===== src/rtl/branch_stack.sv =====
// branch_stack: free-list checkpoints, one per in-flight branch.
// Snapshots absorb retiring registers; a mispredict restores and squashes.
`ifndef PHYS_REG_SZ_R10K
`define PHYS_REG_SZ_R10K 64
`endif
`ifndef N
`define N 2
`endif
`ifndef NUM_SCALAR_BITS
`define NUM_SCALAR_BITS $clog2(`N + 1)
`endif

module branch_stack #(
    parameter int DEPTH     = 4,
    parameter int PHYS_REGS = `PHYS_REG_SZ_R10K,
    parameter int N         = `N,
    localparam int TAG_W    = $clog2(DEPTH),
    localparam int IDX_W    = $clog2(PHYS_REGS)
) (
    input  logic                          clock,
    input  logic                          reset,
    input  logic                          push_valid,
    input  logic [PHYS_REGS-1:0]          push_free_list,
    output logic                          push_ready,
    output logic [TAG_W-1:0]              push_tag,
    output logic [DEPTH-1:0]              branch_mask,
    input  logic                          resolve_valid,
    input  logic [TAG_W-1:0]              resolve_tag,
    input  logic                          resolve_mispredict,
    input  logic [N-1:0][IDX_W-1:0]       phys_regs_retiring,
    input  logic [`NUM_SCALAR_BITS-1:0]   num_retiring_valid,
    output logic                          restore_flag,
    output logic [PHYS_REGS-1:0]          free_list_restore,
    output logic [DEPTH-1:0]              squash_mask,
    output logic [DEPTH-1:0]              resolved_mask
);

    logic [DEPTH-1:0]     valid;
    logic [PHYS_REGS-1:0] snap    [DEPTH];
    logic [DEPTH-1:0]     younger [DEPTH];

    logic [DEPTH-1:0]     valid_n;
    logic [PHYS_REGS-1:0] snap_n    [DEPTH];
    logic [DEPTH-1:0]     younger_n [DEPTH];

    logic [PHYS_REGS-1:0] retiring_list;
    logic [DEPTH-1:0]     tag_oh;
    logic [DEPTH-1:0]     kill;
    logic [DEPTH-1:0]     live;
    logic                 legal;
    logic                 push_fire;

    always_comb begin
        retiring_list = '0;
        for (int k = 0; k < N; k++) begin
            if (k < int'(num_retiring_valid)) begin
                retiring_list[phys_regs_retiring[k]] = 1'b1;
            end
        end
        retiring_list[0] = 1'b0;
    end

    always_comb begin
        push_tag = '0;
        for (int i = DEPTH - 1; i >= 0; i--) begin
            if (!valid[i]) begin
                push_tag = TAG_W'(i);
            end
        end
    end

    always_comb begin
        tag_oh = '0;
        tag_oh[resolve_tag] = 1'b1;
    end

    assign legal        = resolve_valid & valid[resolve_tag];
    assign restore_flag = legal & resolve_mispredict;
    assign push_ready   = ~&valid & ~restore_flag;
    assign push_fire    = push_valid & push_ready;
    assign branch_mask  = valid;

    assign free_list_restore = restore_flag ? snap[resolve_tag] : '0;
    assign squash_mask   = restore_flag ? (tag_oh | younger[resolve_tag]) : '0;
    assign resolved_mask = (legal & ~resolve_mispredict) ? tag_oh : '0;

    assign kill = squash_mask | resolved_mask;
    assign live = valid & ~kill;

    always_comb begin
        valid_n = live;
        for (int i = 0; i < DEPTH; i++) begin
            snap_n[i]    = live[i] ? (snap[i] | retiring_list) : snap[i];
            younger_n[i] = kill[i] ? '0 : (younger[i] & ~kill);
        end
        // push_tag is never live, so it cannot collide with a killed slot
        if (push_fire) begin
            valid_n[push_tag]   = 1'b1;
            snap_n[push_tag]    = push_free_list | retiring_list;
            younger_n[push_tag] = '0;
            for (int i = 0; i < DEPTH; i++) begin
                if (live[i]) begin
                    younger_n[i][push_tag] = 1'b1;
                end
            end
        end
    end

    always_ff @(posedge clock or posedge reset) begin
        if (reset) begin
            valid <= '0;
            for (int i = 0; i < DEPTH; i++) begin
                snap[i]    <= '0;
                younger[i] <= '0;
            end
        end else begin
            valid   <= valid_n;
            snap    <= snap_n;
            younger <= younger_n;
        end
    end

endmodule


===== config.mk =====
export PLATFORM = sky130hd
export DESIGN_NAME = branch_stack
export DESIGN_NICKNAME = d
export VERILOG_FILES = /design/src/rtl/branch_stack.sv
export SDC_FILE = /design/constraint.sdc
export NUM_CORES = 1
export LEC_CHECK = 0
export ABC_AREA = 1
export BUFFER_PORTS_ARGS = -buffer_cell sky130_fd_sc_hd__buf_4
export CAP_MARGIN = 15
export CORE_ASPECT_RATIO = 0.7
export CORE_MARGIN = 2
export CORE_UTILIZATION = 45
export DETAILED_ROUTE_END_ITERATION = 6
export PLACE_DENSITY = 0.66
export SETUP_SLACK_MARGIN = 0.3
export SLEW_MARGIN = 25
export SYNTH_ARGS = -nofsm -noshare
export SYNTH_HDL_FRONTEND = slang
export SYNTH_SLANG_ARGS = --single-unit

===== constraint.sdc =====
create_clock -name clock -period 7.99 [get_ports clock]
set_input_delay 0.3995 -clock clock [delete_from_list [all_inputs] [get_ports clock]]
set_output_delay 0.3995 -clock clock [all_outputs]
set_load 0.005 [all_outputs]

==> flow_summary.yaml, run 1 <==
yosys:
  async_flop_share: 1.00
  ys_seq_area_frac: 0.386
  syn-num-nets: 2700
  synth_area_leader_cell: "dfrtp_1"
  netlist_top_cells_area: "dfrtp_1, inv_1, nand2_1"
  synth_enable_flop_cells: 0
  syn_avg_cell_area_um2: 6.74
  syn_area_um2: 17600
  syn_inst: 2615
  synthTopCellsByCount: "inv_1, nand2_1, nor2_1"
  yosysWarnings: 0
  synth-main-ff-cell: "dfrtp_1"
  synth_seq_cells: 272
  synth_cell_types: 25
  yosysTopAreaCellShare: 0.386
  synth_most_common_cell: "inv_1"
placement:
  port_buffers: 164
  dp_hpwl_um: 36800
  finalWeightedCongestion: 0.918
power:
  irDropWorstVdd_mv: 0.266
  p_leak_nw: 11.1
  power_density_nw_per_um2: 322
drt:
  wl_um: 66200
  drc: 0
  vias_per_cell: 5.75
  drt_iter0_markers: 2542
  vias: 18500
  drtAntennaViolNets: 0
  drt_pre_antenna_iters: 6
  avgRoutedWirePerCell_um: 20.6
worst_setup_path:
  crit_fanout: 70
  cp.required_ps: 7590
  critPathArrivalTime_ps: 3830
  path_class: "reg -> out"
  end_kind: "output pin"
  start_kind: "register"
final_layout:
  final_net_count: 2743
  area_delta_synth_final_pct: 13.9
  final_core_util: 0.521
  layout-drive-gt1-share: 0.123
clocking:
  cts_resized: 0
  hold_buffers: 0
  ctsLongestPathBuffers: 3
  cts_tree: "built"
  cts_setup_buffers: 0
  clk_pin_slew_worst_paths_ps: 60
  cts-buffers-inserted: 31
  clock_latency_ps: 590
  cts-root-buf: "clkbuf_16"
  cts_max_level: 1
  cts.sink_count: 272
sta:
  holdWs_ps: 41.4
  fin_crit_sh: 0.529
  finalSetupViolCount: 0
  report.final.slew_viol_count: 0
  slew_headroom: 0.262
  fmax_mhz: 237
  fin_skew_ps: 13.2
  worstMarginPinSlew_ps: 1110
  fin_crit_ps: 4230
  setup_tns_ps: 0
  rsz0062_at_grt: "no"
  finalHoldViolCount: 0
grt:
  grt_usage: 0.318
  grt_pass1_vias: 17400
  antenna_found_initial: 4
  overflow: 0
  grt_pass1_wl_um: 101000
  grt_max_degree: 147
die:
  fp.dieH_um: 170
  die_w_um: 241
  initial_utilization: 0.458
  die-area_um2: 40800
  core-area_um2: 38500
  core.rowCount: 60
  ios: 165
flow_run:
  maxCapViolCount: 0
run_status:
  status: "finished clean"
worst_hold_path:
  hold_class: "in -> async"
layout by cell type, fill, tap and decap left out, types with 5 or more instances in the layout:
cell type    n
nand2_1    471
nand4_1    280
buf_4      192
or2_2       63
o21ai_0     32
o22ai_1     34
clkbuf_16   31
clkbuf_8    10
a31oi_1     64
a22oi_1     64
a21oi_1    253
nor2_1     278
clkinv_2     5
dfrtp_1    268
nand3_1     39
clkbuf_1     6
inv_1      557
sequential cells by signal, indices dropped and copies added (netlist names):
| name | flops |
|---|---|
| snap | 256 |
| younger | 12 |
| branch_mask | 4 |
cells by family (layout without fill, tap and decap cells):
kind of cell           count (synthesis)  in the layout  share of synthesized area
other                                  0              4                          0
flip-flops                           272            272                      0.386
AO/OA/AOI/OAI                        448            448                      0.143
AND/OR/NAND/NOR                     1150           1150                      0.302
buffers and inverters                745            812                      0.168
layout make-up:
class / count / area [um^2]
diodes: 4 / 10.0
clock buffers: 47 / 936
clock inverters: 10 / 154
fillers: 3774 / 18400
inverters: 560 / 2110
multi-input cells: 1598 / 7890
flip-flops and latches: 272 / 6820
well taps: 527 / 659
repair buffers: 195 / 1510
power by group:
group          leakage [nW]  internal, mW  switching [mW]
combinational          7.66         0.835            1.55
sequential             2.91          2.02           0.501
clock                 0.542         0.931           0.628
total                  11.1          3.79            2.67
through the flow:
stage | total power [mW] | instance area (um^2) | setup WS, ps | instances
2_1_floorplan | 4.14 | 17600 | 4000 | 2615
3_3_place_gp | 4.71 | 18900 | 4200 | 3150
3_5_place_dp | 4.81 | 18900 | 4140 | 3150
4_1_cts | 6.38 | 20000 | 3880 | 3207
5_1_grt | 6.89 | 20100 | 3620 | 3213
6_report | 6.46 | 20100 | 3760 | 3213
metal layers:
| metal | up-vias | routed length (um) | track usage |
|---|---|---|---|
| li1 | 8487 | - | - |
| met2 | 1085 | 29200 | 0.481 |
| met4 | 0 | 1560 | 0.0918 |
| met3 | 138 | 7560 | 0.0716 |
| met1 | 8754 | 27900 | 0.455 |
| met5 | - | 0 | 0 |
path summary, 6_finish.rpt:
| path | from | to | slack, ps | cells past startpoint |
|---|---|---|---|---|
| worst max register to register | branch_mask[2] | snap[32] | 4130 | 10 |
| worst min register to register | snap[128] | snap[128] | 490 | 2 |
| worst min-delay path | reset | snap[253] | 40 | 3 |
| max in group asynchronous | reset | branch_mask[3] | 6310 | 4 |
| worst max-delay path | branch_mask[2] | free_list_restore[1] | 3760 | 8 |
| min in group clock | push_free_list[0] | snap[64] | 40 | 3 |
critical path: stages, from the launching register on:
cell and delay, ps:
dfrtp_4 1150, nand2_1 110, nand2_1 90, nand2_1 80
nand2_4 130, nand3_4 380, buf_4 550, a31oi_1 480
buf_4 190
(Power assumes the default switching activity.)
==> run 2, diff against run 1 <==
Clock period 7.99 ns to 3.4 ns, I/O delays scaled along.
==> run 2 against run 1 <==
Against the previous run: final cell count up 1.9%; sequential power grew 120%; utilization increased by 1.9 points; critical path depth is the same; sequential share of layout area fell by 1.2 points; worst hold slack lost 31 ps; setup slack worse by 3100 ps; combinational power grew to 2.5 times the previous value; critical endpoint is now free_list_restore[63]; highest routed layer is now met5.
==> flow_summary.yaml, run 2 (same netlist as run 1, synthesis figures left out) <==
run_status:
  status: "finished clean"
power:
  p_leak_nw: 11.4
  power_density_nw_per_um2: 743
  irDropWorstVdd_mv: 0.571
sta:
  slew_headroom: 0.343
  setup_ws_ps: 686
  finalHoldViolCount: 0
  fin_skew_ps: 11.2
  fmax_mhz: 368
  fin_crit_sh: 0.798
  setup_tns_ps: 0
  worstMarginPinSlew_ps: 975
  fin_crit_ps: 2710
  report.final.slew_viol_count: 0
  finalSetupViolCount: 0
  rsz0062_at_grt: "no"
  holdWs_ps: 9.96
placement:
  post-place-ws_ps: 946
  finalWeightedCongestion: 0.930
  port_buffers: 164
  dpl_cell_area_um2: 19200
  dp_hpwl_um: 39200
worst_setup_path:
  crit_top_cell: "nand2_1"
  path_class: "reg -> out"
  slowest_delay_ps: 470
  crit_fanout: 38
  crit_chain: "nand2_1 > nand2_1 > nand2_1 > nand2_4 > nand3_4 > buf_4 > a31oi_1 > buf_4"
  cp.required_ps: 3230
  end_kind: "output pin"
  critPathArrivalTime_ps: 2540
  slowest_stage: "a31oi_1"
  start_kind: "register"
grt:
  grt_pass1_vias: 17600
  grt_usage: 0.317
  antenna_found_initial: 8
  overflow: 0
  grt_max_degree: 132
  grt_pass1_wl_um: 101000
clocking:
  clock_latency_ps: 580
  cts_tree: "built"
  cts_max_level: 1
  ctsLongestPathBuffers: 3
  cts-buffers-inserted: 30
  clk_pin_slew_worst_paths_ps: 60
  cts-root-buf: "clkbuf_16"
  cts.sink_count: 272
drt:
  vias_per_cell: 5.69
  avgRoutedWirePerCell_um: 20.0
  drtAntennaViolNets: 0
  wl_um: 65400
  drt_pre_antenna_iters: 7
  vias: 18600
  drt_iter0_markers: 2643
  drc: 0
flow_run:
  maxCapViolCount: 0
die:
  die_w_um: 241
  core-area_um2: 38500
  core.rowCount: 60
  initial_utilization: 0.458
  ios: 165
  fp.dieH_um: 170
  die-area_um2: 40800
worst_hold_path:
  hold_class: "in -> reg"
final_layout:
  layout_commonest_cell: "inv_1"
  final_cell_mix: "inv_1, nand2_1, nand4_1"
  final_core_util: 0.540
  final_net_count: 2800
  fin_area_um2: 20800
  fillers: 3687
  top_register: "snap"
  area_delta_synth_final_pct: 18.0
  layout-drive-gt1-share: 0.127
  largest_register_ffs: 256
## run 2: cell types whose count changed in the layout (fill, tap and decap cells not counted), moves of 4 or more
cell | before | now
dlygate4sd3_1 | 0 | 44
buf_12 | 2 | 11
buf_4 | 192 | 198
bufinv_16 | 4 | 8
## run 2: worst max-delay path, delay by kind of cell, from the launching register on
family,cells,cell delay (ps)
compound gates,1,470
buf+inv,2,560
flops,1,420
simple gates,5,500
## run 2: worst paths after layout
path / from / to / slack [ps] / cells past startpoint
setup / recovery: branch_mask[2] / free_list_restore[63] / 690 / 8
hold / removal: push_free_list[13] / snap[77] / 10 / 4
setup reg to reg: branch_mask[3] / snap[11] / 890 / 7
hold reg to reg: snap[128] / snap[128] / 500 / 2
max in group asynchronous: reset / snap[218] / 2350 / 4
min in group asynchronous: reset / snap[247] / 160 / 3
## run 2: final cells by class
type                    instances  area, um^2  area share
clock buffers                  42         897      0.0431
diodes                          7        17.5    0.000842
multi-input cells            1598        7890       0.379
inverters                     560        2110       0.101
well taps                     527         659      0.0317
repair buffers                253        2150       0.103
clock inverters                14         282      0.0135
flip-flops and latches        272        6810       0.327
## run 2: per-layer routing
metal | global-route usage | part of all wire | vias to the layer above
li1 | - | - | 8600
met4 | 0.107 | 0.028 | 2
met1 | 0.460 | 0.43 | 8826
met2 | 0.472 | 0.43 | 1074
met5 | 0 | 0.00018 | -
met3 | 0.0610 | 0.11 | 135
## run 2: power breakdown
| part | internal, mW | switching [mW] | leakage, nW |
|---|---|---|---|
| logic | 2.07 | 3.94 | 7.95 |
| registers | 4.75 | 0.816 | 2.91 |
| clock network | 2.44 | 1.45 | 0.569 |
## run 2: per-stage QoR
stage                     instances  power (mW)
after floorplan                2615        9.72
after global placement         3166        11.1
after detailed placement       3166        11.4
after CTS                      3266        15.4
after global routing           3273        16.5
final                          3273        15.5
## run 2: what timing repair did
item,CTS,global route
hold buffers,44,0
endpoints found under the setup margin,0,0
setup buffers,0,0
resized for setup,0,0
hold endpoints to repair,173,0
==> run 3, diff against run 2 <==
Settings changed: ABC_AREA 1 to 0, PLACE_DENSITY 0.66 to unset.
Clock period 3.4 ns to 2.85 ns, I/O delays scaled along.
==> run 3 against run 2 <==
Against the previous run: global-route usage shrank 3.2 points; first-iteration DRC count shrank 45%; clock skew grew 3.2 ps; via count shrank 29%; routed wire length shrank 23%; clock power is essentially flat; critical path depth shrank 2; sequential power grew 23%; critical path type unchanged.
==> flow_summary.yaml, run 3 <==
placement:
  dp_hpwl_um: 32100
  finalWeightedCongestion: 0.931
  dp_cells: 1900
  port_buffers: 164
  dpl_cell_area_um2: 16500
  post-place-ws_ps: 492
clocking:
  cts.sink_count: 272
  cts-root-buf: "clkbuf_16"
  clk_pin_slew_worst_paths_ps: 60
  cts-buffers-inserted: 29
  cts_max_level: 1
  cts_tree: "built"
  ctsLongestPathBuffers: 3
  clock_latency_ps: 560
  cts_setup_buffers: 0
final_layout:
  final_net_count: 1644
  fin_area_um2: 18100
  antennaDiodeCount: 0
  layout-drive-gt1-share: 0.222
  top_register: "snap"
  largest_register_ffs: 256
  final_core_util: 0.545
  final_cell_mix: "dfrtp_1, a21oi_1, buf_4"
  layout_commonest_cell: "dfrtp_1"
  area_delta_synth_final_pct: 20.2
  final_cells: 2014
yosys:
  syn_area_um2: 15100
  synth-compound-area-share: 0.236
  synth_top_family_by_area: "compound AO/OA/AOI/OAI gates"
  synth_area_leader_cell: "dfrtp_1"
  netlist_top_cells_area: "dfrtp_1, mux4_2, a311oi_1"
  synthTopCellsByCount: "dfrtp_1, a21oi_1, a311oi_1"
  synth_most_common_cell: "dfrtp_1"
  yosysTopAreaCellShare: 0.451
  synth_seq_cells: 272
  yosysWarnings: 0
  yosys.area_share.adder: 0
  syn-num-nets: 1490
  synth_enable_flop_cells: 0
  synth_xor_area_frac: 0
  ys_seq_area_frac: 0.451
  async_flop_share: 1.00
  yosys-mux-area-fraction: 0.140
  synth-simple-area-share: 0.107
  synth-main-ff-cell: "dfrtp_1"
  synth_cell_types: 57
  syn_inst: 1405
  syn_avg_cell_area_um2: 10.7
die:
  fp.dieH_um: 157
  initial_utilization: 0.453
  core.rowCount: 56
  die-area_um2: 35000
  core-area_um2: 33300
  die_w_um: 223
  ios: 165
worst_setup_path:
  end_kind: "output pin"
  slowest_delay_ps: 410
  slowest_stage: "dfrtp_2"
  critPathArrivalTime_ps: 2260
  start_kind: "register"
  crit_fanout: 75
  crit_chain: "mux2i_1 > o22a_2 > buf_12 > inv_1 > a21oi_1 > buf_4"
  cp.required_ps: 2710
  critPathLaunch: "branch_mask[3]"
  r2r_start: "branch_mask[0]"
  path_class: "reg -> out"
run_status:
  status: "finished clean"
grt:
  overflow: 0
  grt_usage: 0.285
  grt_pass1_vias: 12800
  grt_max_degree: 80
  grt_pass1_wl_um: 77600
  antenna_found_initial: 1
sta:
  finalSetupViolCount: 0
  slew_headroom: 0.401
  setup_tns_ps: 0
  fin_crit_ps: 2400
  report.final.slew_viol_count: 0
  fin_crit_sh: 0.842
  worstMarginPinSlew_ps: 897
  rsz0062_at_grt: "no"
  fin_skew_ps: 14.4
  holdWs_ps: 12.0
  finalHoldViolCount: 0
  setup_ws_ps: 449
  fmax_mhz: 417
power:
  p_leak_nw: 7.01
  p_comb_frac: 0.381
  irDropWorstVdd_mv: 0.527
  p_clk_frac: 0.226
  switching_share: 0.361
  power_density_nw_per_um2: 957
  internal_power_mw: 11.1
  power_switching_mw: 6.27
  pwr-share-seq: 0.394
  finalPower_mw: 17.3
drt:
  wl_um: 50200
  drtAntennaViolNets: 0
  drc: 0
  vias: 13100
  vias_per_cell: 6.53
  drt_iter0_markers: 1456
  avgRoutedWirePerCell_um: 24.9
  drt_pre_antenna_iters: 5
worst_hold_path:
  hold_class: "in -> reg"
  hp-start: "push_free_list[63]"
flow_run:
  maxCapViolCount: 0
[run 3: cell types whose count changed in the layout (fill, tap and decap cells not counted), sizes merged, moves of 55 or more]
cell	change
inv	-533
nand2	-419
a31oi	-62
nand4	-279
mux2i	+66
a22oi	-64
a311oi	+128
a21oi	-55
mux4	+64
nor2	-228
or2	-56
nor2b	+69
[run 3: routing by layer]
metal / global-route usage / vias to the layer above / wire length, um / share of wire
li1: - / 5738 / - / -
met1: 0.421 / 6721 / 22500 / 0.45
met2: 0.442 / 616 / 22900 / 0.46
met3: 0.0489 / 69 / 3780 / 0.075
met4: 0.0591 / 2 / 920 / 0.018
met5: 0 / - / 13 / 0.00026
[run 3: timing repair]
item,4_1_cts,5_1_grt
endpoints found under the hold margin,242,0
gates resized for setup,0,0
endpoints found under the setup margin,0,0
hold buffers,63,0
[run 3: power by group through the flow]
stage | clock network, mW | registers (mW) | logic, mW
floorplan | 0 | 6.47 | 4.70
global placement | 0 | 6.76 | 6.30
detailed placement | 0 | 6.79 | 6.46
CTS | 3.97 | 6.77 | 6.53
global route | 4.15 | 7.01 | 7.18
finish | 3.92 | 6.82 | 6.60
[run 3: worst paths after layout]
path	slack, ps	depth (start not counted)	end
worst min register to register	480	2	snap[64]
worst min-delay path	10	4	snap[191]
min in group asynchronous	340	3	branch_mask[3]
worst max-delay path	450	6	push_ready
worst max register to register	640	6	snap[172]
max in group asynchronous	1660	4	snap[115]
[run 3: logic make-up (layout without fill, tap and decap cells)]
family / count (synthesis) / in the layout
AO/OA/AOI/OAI: 540 / 540
buffers and inverters: 178 / 352
flip-flops: 272 / 272
multiplexers: 130 / 130
AND/OR/NAND/NOR: 285 / 285
[run 3: worst max-delay path: cells and delay by family, from the launching register on]
family | cells | cell delay [ps]
AO/OA/AOI/OAI | 2 | 420
buffers and inverters | 3 | 620
flip-flops | 1 | 410
multiplexers | 1 | 260
[run 3: final cells by class]
| cell class | instances | area (um^2) |
|---|---|---|
| clock inverter | 11 | 130 |
| clock buffer | 40 | 837 |
| multi-input combinational | 955 | 7320 |
| sequential | 272 | 6810 |
| inverter | 28 | 109 |
| timing repair buffer | 273 | 2380 |
| fill | 2872 | 15200 |
| tap | 435 | 544 |
